`src/rtl/microtile_out_logger.sv`:
```
// Clocked capture stage for a combinational Wokwi microtile output bus: glitch-filters uo_out and
// logs each qualified change as a {timestamp, value} record into a first-word-fall-through FIFO.
module microtile_out_logger #(
  parameter int unsigned DATA_W = 8,
  parameter int unsigned TS_W   = 8,
  parameter int unsigned DEPTH  = 4,
  parameter int unsigned SETTLE = 2
) (
  input  logic                        clk,
  input  logic                        rst,
  input  logic                        en,
  input  logic [DATA_W-1:0]           tile_out,
  output logic                        rec_valid,
  input  logic                        rec_ready,
  output logic [TS_W+DATA_W-1:0]      rec_data,
  output logic [$clog2(DEPTH):0]      count,
  output logic                        overflow,
  input  logic                        clr_ovf
);

  localparam int unsigned PtrW   = $clog2(DEPTH);
  localparam int unsigned CountW = PtrW + 1;
  localparam int unsigned CntW   = $clog2(SETTLE + 1);
  localparam int unsigned RecW   = TS_W + DATA_W;

  localparam logic [CntW-1:0]   SettleMax  = CntW'(SETTLE);
  localparam logic [CntW-1:0]   SettleLast = CntW'(SETTLE - 1);
  localparam logic [CountW-1:0] FullCount  = CountW'(DEPTH);

  logic [DATA_W-1:0] s0_q, cand_q, cand_d, last_q, last_d;
  logic [CntW-1:0]   cnt_q, cnt_d;
  logic [TS_W-1:0]   ts_q;
  logic [PtrW-1:0]   wptr_q, rptr_q;
  logic [CountW-1:0] count_q, count_d;
  logic              overflow_q, overflow_d;
  logic [RecW-1:0]   hold_q;
  logic [RecW-1:0]   mem_q [DEPTH];

  logic push, pop, full, wr_en, drop;

  assign push  = en && (s0_q == cand_q) && (cnt_q == SettleLast) && (cand_q != last_q);
  assign full  = (count_q == FullCount);
  assign pop   = rec_valid && rec_ready;
  // A pop in the same cycle frees the slot, so a push into a full FIFO is still accepted.
  assign wr_en = push && (!full || pop);
  assign drop  = push && full && !pop;

  assign rec_valid = (count_q != '0);
  assign rec_data  = rec_valid ? mem_q[rptr_q] : hold_q;
  assign count     = count_q;
  assign overflow  = overflow_q;

  always_comb begin
    cand_d = cand_q;
    cnt_d  = cnt_q;
    if (s0_q != cand_q) begin
      cand_d = s0_q;
      cnt_d  = '0;
    end else if (!en) begin
      cnt_d = '0;
    end else if (cnt_q < SettleMax) begin
      cnt_d = cnt_q + CntW'(1);
    end
  end

  always_comb begin
    last_d     = push ? cand_q : last_q;
    count_d    = count_q;
    overflow_d = overflow_q;
    if (wr_en && !pop) begin
      count_d = count_q + CountW'(1);
    end else if (!wr_en && pop) begin
      count_d = count_q - CountW'(1);
    end
    if (clr_ovf) overflow_d = 1'b0;
    if (drop)    overflow_d = 1'b1;
  end

  always_ff @(posedge clk or posedge rst) begin
    if (rst) begin
      s0_q       <= '0;
      cand_q     <= '0;
      cnt_q      <= '0;
      last_q     <= '0;
      ts_q       <= '0;
      wptr_q     <= '0;
      rptr_q     <= '0;
      count_q    <= '0;
      overflow_q <= 1'b0;
      hold_q     <= '0;
    end else begin
      s0_q       <= tile_out;
      cand_q     <= cand_d;
      cnt_q      <= cnt_d;
      last_q     <= last_d;
      ts_q       <= ts_q + TS_W'(1);
      count_q    <= count_d;
      overflow_q <= overflow_d;
      hold_q     <= rec_data;
      if (wr_en) wptr_q <= wptr_q + PtrW'(1);
      if (pop)   rptr_q <= rptr_q + PtrW'(1);
    end
  end

  // Storage needs no reset: an empty FIFO shows hold_q, never an unwritten slot.
  always_ff @(posedge clk) begin
    if (wr_en) mem_q[wptr_q] <= {ts_q, cand_q};
  end

endmodule

```
`config.mk`:
```
export PLATFORM = sky130hd
export DESIGN_NAME = microtile_out_logger
export DESIGN_NICKNAME = d
export VERILOG_FILES = /design/src/rtl/microtile_out_logger.sv
export SDC_FILE = /design/constraint.sdc
export NUM_CORES = 1
export LEC_CHECK = 0
export BUFFER_PORTS_ARGS = -buffer_cell sky130_fd_sc_hd__buf_4
export CAP_MARGIN = 20
export CORE_ASPECT_RATIO = 1.5
export CORE_MARGIN = 1.5
export CORE_UTILIZATION = 40
export DETAILED_ROUTE_END_ITERATION = 6
export PLACE_DENSITY_LB_ADDON = 0.05
export SYNTH_ARGS = -nofsm -noshare
export SYNTH_HDL_FRONTEND = slang
export SYNTH_SLANG_ARGS = --single-unit
```
`constraint.sdc`:
```
create_clock -name clk -period 4.5 [get_ports clk]
set_clock_uncertainty 0.1 [all_clocks]
set_input_delay 0 -clock clk [delete_from_list [all_inputs] [get_ports clk]]
set_output_delay 0 -clock clk [all_outputs]
set_load 0.005 [all_outputs]
```
== After elaboration in Yosys (flattened, before gate mapping) ==
Memories as Yosys holds them, arrays and structs flattened.
Cells that the tools add are included.

* Memories kept: 1
* Bits in registers: 58
* Logic and storage cells: 50
* Input port bits: 13
* Memory bits (writable): 64

{| class="wikitable"
|+ Memories
! name !! depth !! width !! read ports !! clocked after Yosys merged registers in !! write ports !! line !! source
|-
| mem_q || 4 || 16 || 1 || 0 || 1 || 37 || <nowiki>logic [RecW-1:0] mem_q [DEPTH];</nowiki>
|}

* Equality and inequality tests: 6
* Add/subtract/negate cells: 6
* Reduce and logical (&&, ||, !) cells: 16
* Mux-type cells: 10
* Magnitude comparators: 1

{| class="wikitable"
|+ Operators with widths
! cell !! number
|-
| $mux W16 || 1
|-
| $ne A8 B8 Y1 || 2
|-
| $logic_and A1 B1 Y1 || 9
|-
| $add A8 B1 Y8 const B || 1
|-
| $eq A8 B8 Y1 || 1
|-
| $add A2 B1 Y2 const B || 3
|-
| $mux W2 || 3
|-
| $mux W3 || 2
|-
| $mux W1 || 4
|-
| $reduce_bool A2 Y1 || 2
|-
| $add A3 B1 Y3 const B || 1
|-
| $eq A3 B3 Y1 const B || 1
|-
| $logic_not A1 Y1 || 3
|-
| $ne A3 B1 Y1 const B || 1
|-
| $reduce_bool A3 Y1 || 1
|-
| $sub A3 B1 Y3 const B || 1
|-
| $eq A2 B1 Y1 const B || 1
|-
| $lt A2 B2 Y1 const B || 1
|-
| $logic_or A1 B1 Y1 || 1
|}

== Logic depth before layout (Yosys ltp) ==
Gate-level depths: netlist (run 1).

* Word-level depth: 9
* Gate-level depth with buffers: 10
* Depth with buffers taken out: 10

== Worst setup path before layout (run 1) ==
OpenSTA, ideal clock, no wires.

* Path type: flip-flop to flip-flop
* Start: register count_q[0], in the netlist count[0]
* End: register count_q[1], in the netlist count[1]
* Library setup time: 0.125 ns
* Arrival: 2.275 ns
* Path buffers: 0
* Cell stages (with the launch flop): 8
* Setup slack: 2.000 ns
* Cells stage by stage: dfrtp_1 > or4b_2 > o211ai_1 > nor2_4 > ha_1 > inv_1 > fa_1 > mux2_2

* Elaborated cells on any way between the ends: 15

{| class="wikitable"
|+ RTL lines
! element !! line !! source
|-
| start: declaration || 34 || <nowiki>logic [CountW-1:0] count_q, count_d;</nowiki>
|-
| start signal: assignment || 97 || <nowiki>count_q <= count_d;</nowiki>
|-
| $eq A3 B3 Y1 or $reduce_bool A3 Y1 (tied branches) || 42, 48 ||
|-
| $logic_not A1 Y1 or $logic_and A1 B1 Y1 (tied branches) || 45, 43 ||
|-
| $logic_or A1 B1 Y1 * || 45 || <nowiki>assign wr_en = push && (!full || pop);</nowiki>
|-
| $logic_and A1 B1 Y1 * || 45 ||
|-
| named net wr_en || 39 || <nowiki>logic push, pop, full, wr_en, drop;</nowiki>
|-
| $logic_and A1 B1 Y1 * || 70 || <nowiki>if (wr_en && !pop) begin</nowiki>
|-
| $mux W3 * || 70 ||
|-
| named net count_d[1] || 34 ||
|}

Mark *: on every way through the listed nets, which the timed path passes. The rest lies on a longest branch. The select of a mux whose other input is x is not followed.
A chain may end at the register's enable or synchronous reset.

== Worst setup path after layout (run 1) ==
* Start: register cand_q[4]
* End: memory mem_q[1][5] (netlist name), enable pin

* Cells in the longest elaborated chain, start to end: 7
* Elaborated cells on any way between the ends: 8

{| class="wikitable"
|+ Ends and longest elaborated chain
! element !! line !! source
|-
| start: declaration || 30 || <nowiki>logic [DATA_W-1:0] s0_q, cand_q, cand_d, last_q, last_d;</nowiki>
|-
| start signal: assignment || 93 || <nowiki>cand_q <= cand_d;</nowiki>
|-
| $eq A8 B8 Y1 || 41 || <nowiki>assign push = en && (s0_q == cand_q) && (cnt_q == SettleLast) && (cand_q != last_q);</nowiki>
|-
| $logic_and A1 B1 Y1 (2 in series) || 41 ||
|-
| $logic_and A1 B1 Y1 * || 41 ||
|-
| $logic_and A1 B1 Y1 * || 45 ||
|-
| named net wr_en || 39 ||
|-
| $mux W1 * || 107 || <nowiki>if (wr_en) mem_q[wptr_q] <= {ts_q, cand_q};</nowiki>
|-
| $mux W1 (not written as such) * || 107 ||
|-
| end: declaration || 37 ||
|}

Mark *: on every way through the listed nets, which the timed path passes. The rest lies on a longest branch.

==> flow_summary.json, run 1 <==
{
  "hold_class": "in -> reg",
  "ys_warn_count": 0,
  "power_leakage_nw": 2.23,
  "fmax_ghz": 0.361,
  "grt_max_degree": 59,
  "numCtsBuffers": 17,
  "whs_endpoint": "s0_q[6]",
  "clk_path_buf_depth": 2,
  "grt_pass1_wl_um": 13100,
  "dr_total_vias": 2231,
  "fin_nets": 326,
  "postSynthCellCount": 253,
  "pin_count": 34,
  "globalplace.congestion": 0.696,
  "slew_headroom_pct": 37.3,
  "clk_pin_slew_ns": 0.06,
  "period_minus_slack_ns": 2.77,
  "start_util_pct": 40.8,
  "io_buffer_count": 33,
  "fill_cells": 984,
  "rsz0062_at_grt": "no",
  "p_per_area_nw_per_um2": 544,
  "synth_nets": 274,
  "seq_area_um2": 3370,
  "p_total_w": 0.00312,
  "clock_sinks": 122,
  "grt_antenna_before_repair": 0,
  "rr_endpoint": "mem_q[1][5]",
  "hold_violations": 0,
  "die_w_um": 91.4,
  "hold_depth": 2,
  "worstPathRequired_ns": 4.42,
  "synth_area_leader_cell": "edfxtp_1",
  "n_antenna_cell": 0,
  "outcome": "complete, no violations",
  "cap_violations": 0,
  "startpoint_type": "flop",
  "worst_pin_slew_ns": 0.940,
  "synth_cell_types": 29,
  "grt_use_total_pct": 15.0,
  "final_max_slew_viol_count": 0,
  "rr_startpoint": "cand_q[4]",
  "dp_hpwl_um": 4870,
  "peakVddDrop_v": 0.000255,
  "ant_nets": 0,
  "avgSynthCellArea_um2": 18.5,
  "post-cts-setup-buffers": 0,
  "syn_area_um2": 4690,
  "synth_top_cells_by_area": "edfxtp_1 (41%), dfrtp_1 (31%), mux4_2 (7.7%), xnor2_1 (4.5%), mux2_2 (4.3%)",
  "crit_fanout": 16,
  "cp-end-kind": "flop",
  "die_y_um": 136,
  "root_buffer": "clkbuf_16",
  "grt-busiest-layer": "met2",
  "setup_viol": 0,
  "drc": 0,
  "drt_iter0_markers": 52,
  "h-tree-depth": 4,
  "finalWirelength_um": 7990,
  "fp-row-count": 48,
  "arrival_ns": 2.69,
  "yosysSeqAreaShare_pct": 72.0,
  "hold_buffers": 13,
  "post_drt_via_cell_ratio": 4.77,
  "fp.coreArea_um2": 11500,
  "tns_ns": 0,
  "synth_top_area_share_pct": 41.0,
  "areaGrowthSynthToFinish_pct": 22.3,
  "die-area_um2": 12400,
  "cts_tree": "yes",
  "insertion_delay_ns": 0.40,
  "worstSetupPathType": "reg -> reg",
  "grt_overflow": 0,
  "grt_pass1_vias": 2484,
  "wl_per_cell_um": 17.1,
  "cts_resized": 0,
  "drive_gt1_share_pct": 35.5,
  "ys_ff_latch": 122,
  "multi_input_area_um2": 1220,
  "r2r_slack_ns": 1.73,
  "met3_usage_pct": 3.87,
  "grt.met1_usage_pct": 15.1,
  "met2_usage_pct": 28.0,
  "dr.pass1.iters": 4,
  "rr_worst_depth": 5,
  "period_share_pct": 61.6,
  "min_from": "tile_out[6]"
}
power by group:
part	internal, W	total, W	switching [W]
clock	0.000699	0.00118	0.000485
sequential	0.00127	0.00137	0.000100
combinational	0.000360	0.000567	0.000207
worst max path at each step:
stage                          from     endpoint  slack [ns]
after floorplan            count[0]     count[1]        2.00
after detailed placement  cand_q[4]  mem_q[2][8]        1.64
final                     cand_q[4]  mem_q[1][5]        1.73
after global placement    cand_q[4]  mem_q[1][8]        1.67
after CTS                 cand_q[4]  mem_q[2][6]        1.62
after global routing      cand_q[4]  mem_q[2][6]        1.49
Yosys cell counts, drive strengths merged:
library cell / n
ha: 7
o22ai: 1
buf: 6
nor2: 4
o211ai: 1
a21oi: 1
or3: 2
o21ai: 1
dfrtp: 58
inv: 7
nand2: 4
or4b: 1
xor2: 5
and3: 1
fa: 1
or4: 1
nand3: 5
mux4: 16
mux2: 26
edfxtp: 64
clkbuf: 9
or2: 1
nand4: 3
and2: 4
xnor2: 24
area by class of cell:
| type | count | share of cell area (%) |
|---|---|---|
| clock buffers | 17 | 7.43 |
| clock inverters | 15 | 1.86 |
| inverters | 7 | 0.459 |
| multi-input cells | 109 | 21.2 |
| flip-flops and latches | 122 | 58.9 |
| well taps | 150 | 3.28 |
| repair buffers | 48 | 6.86 |
worst max-delay path, stage by stage, from the launching register on:
cell     delay [ns]
dfrtp_1        0.45
xnor2_1        0.21
nand4_1        0.16
or3_1          0.46
nor2_4         0.22
and2_1         0.78
stage by stage:
| stage | setup WS (ns) | instances | util (%) | cell area [um2] | hold WS, ns |
|---|---|---|---|---|---|
| after floorplan | 2.00 | 253 | - | 4690 | -0.0686 |
| after global placement | 1.67 | 423 | 44.2 | 5070 | 0.00925 |
| after detailed placement | 1.64 | 423 | 44.2 | 5070 | 0.0104 |
| after CTS | 1.62 | 468 | 49.9 | 5730 | 0.121 |
| after global routing | 1.49 | 468 | 49.9 | 5730 | 0.129 |
| final | 1.73 | 468 | 49.9 | 5730 | 0.142 |
registers in the layout, indices dropped and copies added (netlist names):
register	count
ts_q	8
hold_q	16
s0_q	8
rptr_q	2
cnt_q	2
wptr_q	2
overflow	1
cand_q	8
last_q	8
count	3
mem_q	64
cell usage in the layout, fill, tap and decap left out, drive strengths merged, types with 2 or more instances in the layout:
| cell type | count |
|---|---|
| and2 | 4 |
| mux2 | 26 |
| buf | 35 |
| or3 | 2 |
| nand3 | 5 |
| nand2 | 4 |
| inv | 7 |
| edfxtp | 64 |
| nand4 | 3 |
| dfrtp | 58 |
| mux4 | 16 |
| xor2 | 5 |
| clkinvlp | 5 |
| ha | 7 |
| clkbuf | 17 |
| xnor2 | 24 |
| nor2 | 4 |
| dlygate4sd3 | 13 |
| clkinv | 10 |
logic make-up after synthesis:
logic type / Yosys count / share of synthesized area, %
adder cells (fa/ha/maj): 8 / 2.30
AO/OA/AOI/OAI: 4 / 0.507
flip-flops: 122 / 72.0
multiplexers: 42 / 14.6
buffers and inverters: 22 / 2.03
AND/OR/NAND/NOR: 26 / 3.18
XOR/XNOR: 29 / 5.42
metal layers:
metal,vias to the layer above,wire [um]
met3,11,211
met2,42,4680
met1,1144,2950
met5,-,0
met4,0,143
li1,1034,-
No activity file was read; power rests on OpenSTA's default activity.
==> inputs of run 2 (changes only) <==
==> constraint.sdc (replaced) <==
create_clock -name clk -period 2.7 [get_ports clk]
set_clock_uncertainty 0.1 [all_clocks]
set_input_delay 0 -clock clk [delete_from_list [all_inputs] [get_ports clk]]
set_output_delay 0 -clock clk [all_outputs]
set_load 0.005 [all_outputs]
==> run 2 against run 1 <==
Against the previous run: count of clock-buffer cells in the layout is 3 higher; via count is 3.1% higher; non-clock buffer count is 17 higher; core utilization is 1.1 points higher; sequential cell count stayed put; final cell count is 3.4% higher; cell area is 2.2% higher; fmax is 10% higher; critical path type unchanged; critical endpoint is now count[2]; largest cell class unchanged.
==> flow_summary.json, run 2 (synthesis gave the netlist of run 1 again) <==
{
  "slew_headroom_pct": 51.8,
  "root_buffer": "clkbuf_16",
  "globalplace.congestion": 0.653,
  "grt_max_degree": 31,
  "clock_sinks": 122,
  "crit_fanout": 7,
  "met2_usage_pct": 26.7,
  "worstPathRequired_ns": 2.93,
  "drive_gt1_share_pct": 37.7,
  "r2r_slack_ns": 0.19,
  "h-tree-depth": 4,
  "fin_util_pct": 51.0,
  "dr_total_vias": 2301,
  "period_minus_slack_ns": 2.51,
  "final_common_cell": "edfxtp_1",
  "hold_violations": 0,
  "numCtsBuffers": 17,
  "fp.coreArea_um2": 11500,
  "grt.met1_usage_pct": 15.4,
  "cp_cell_sequence": "xnor2_1 > nand2_1 > or3_4 > nor2_4 > ha_2 > inv_1 > fa_1 > xor2_1 > nor2_1 > xor2_1",
  "fin_nets": 343,
  "die-area_um2": 12400,
  "cts_tree": "yes",
  "peakVddDrop_v": 0.000436,
  "hold_class": "in -> reg",
  "grt_use_total_pct": 14.7,
  "finalWirelength_um": 8020,
  "n_antenna_cell": 0,
  "whs_ns": 0.148,
  "post-cts-setup-buffers": 0,
  "outcome": "complete, no violations",
  "io_buffer_count": 33,
  "arrival_ns": 2.74,
  "setup_viol": 0,
  "startpoint_type": "flop",
  "period_share_pct": 93.1,
  "max_stage_delay_ns": 0.47,
  "cap_violations": 0,
  "cp-end-kind": "flop",
  "met3_usage_pct": 5.33,
  "start_util_pct": 40.8,
  "insertion_delay_ns": 0.40,
  "pin_count": 34,
  "areaGrowthSynthToFinish_pct": 24.9,
  "dr.pass1.iters": 6,
  "worst_pin_slew_ns": 0.722,
  "dp_hpwl_um": 5020,
  "die_w_um": 91.4,
  "whs_endpoint": "s0_q[3]",
  "die_y_um": 136,
  "final_max_slew_viol_count": 0,
  "rsz0062_at_grt": "no",
  "clk_pin_slew_ns": 0.05,
  "crit_top_cell": "xor2_1",
  "grt_overflow": 0,
  "rr_startpoint": "cand_q[5]",
  "rr_worst_depth": 10,
  "ant_nets": 0,
  "power_leakage_nw": 2.31,
  "grt-busiest-layer": "met2",
  "grt_pass1_wl_um": 13000,
  "rr_endpoint": "count[2]",
  "post_drt_via_cell_ratio": 4.75,
  "final_cell_mix": "edfxtp_1 (64), dfrtp_1 (58), buf_4 (52)",
  "regMostFlops": "mem_q",
  "p_per_area_nw_per_um2": 899,
  "tns_ns": 0,
  "grt_pass1_vias": 2464,
  "wl_per_cell_um": 16.6,
  "fp-row-count": 48,
  "min_from": "tile_out[3]",
  "cpMaxStageDelayCell": "dfrtp_1",
  "grt_antenna_before_repair": 0,
  "drt_iter0_markers": 55,
  "clk_path_buf_depth": 2,
  "hold_depth": 2,
  "fmax_ghz": 0.398,
  "drc": 0,
  "worstSetupPathType": "reg -> reg",
  "reg.largest.list": "mem_q (64), hold_q (16)",
  "largest_reg_flops": 64
}
==> run 2: cell types whose count changed in the layout (fill, tap and decap cells not counted), moves of 3 or more <==
cell | before | now
buf_4 | 35 | 52
clkinv_4 | 5 | 0
clkinv_1 | 0 | 3
clkbuf_1 | 0 | 3
clkinvlp_4 | 5 | 2
==> run 2: layer usage <==
metal / wire length (um) / vias up
met4: 102 / 0
met5: 0 / -
met2: 4490 / 45
met1: 3160 / 1178
met3: 266 / 8
li1: - / 1070
==> run 2: repair_timing <==
item	in CTS	in global routing
endpoints found under the setup margin	0	3
endpoints found under the hold margin	41	0
resized for setup	0	3
hold buffers	13	0
==> run 2: power breakdown <==
group / switching (W) / internal, W
registers: 0.0000849 / 0.00211
clock network: 0.000745 / 0.00124
logic: 0.000436 / 0.000651
==> run 2: how the worst max path moves through the flow <==
stage               from  cells past startpoint  endpoint
3_5_place_dp   cand_q[4]                     10  count[2]
4_1_cts        cand_q[4]                     10  count[2]
3_3_place_gp   cand_q[4]                     10  count[2]
2_1_floorplan   count[0]                      7  count[1]
6_report       cand_q[5]                     10  count[2]
5_1_grt        cand_q[2]                     10  count[2]
==> run 2: final cells by class <==
class / instances / area [um2]
multi-input combinational: 109 / 1230
sequential: 122 / 3370
inverter: 7 / 26.3
clock buffer: 20 / 437
fill: 944 / 5620
clock inverter: 11 / 81.3
timing repair buffer: 65 / 520
tap: 150 / 188
==> run 2: critical path, delay by kind of cell (launching register included) <==
kind          cells  cell delay (ns)
xor+xnor          3             0.47
fa+ha+maj         2             0.58
buf+inv           1             0.05
flops             1             0.47
simple gates      4             0.77
==> run 2: stage by stage <==
step	worst slack (ns)	instances	cell area [um2]	total power (W)
final	0.186	484	5850	0.00527
after global routing	0.0161	484	5850	0.00553
after CTS	0.0426	484	5840	0.00536
after detailed placement	0.0498	440	5190	0.00334
after global placement	0.0928	440	5190	0.00333
after floorplan	0.200	253	4690	0.00286
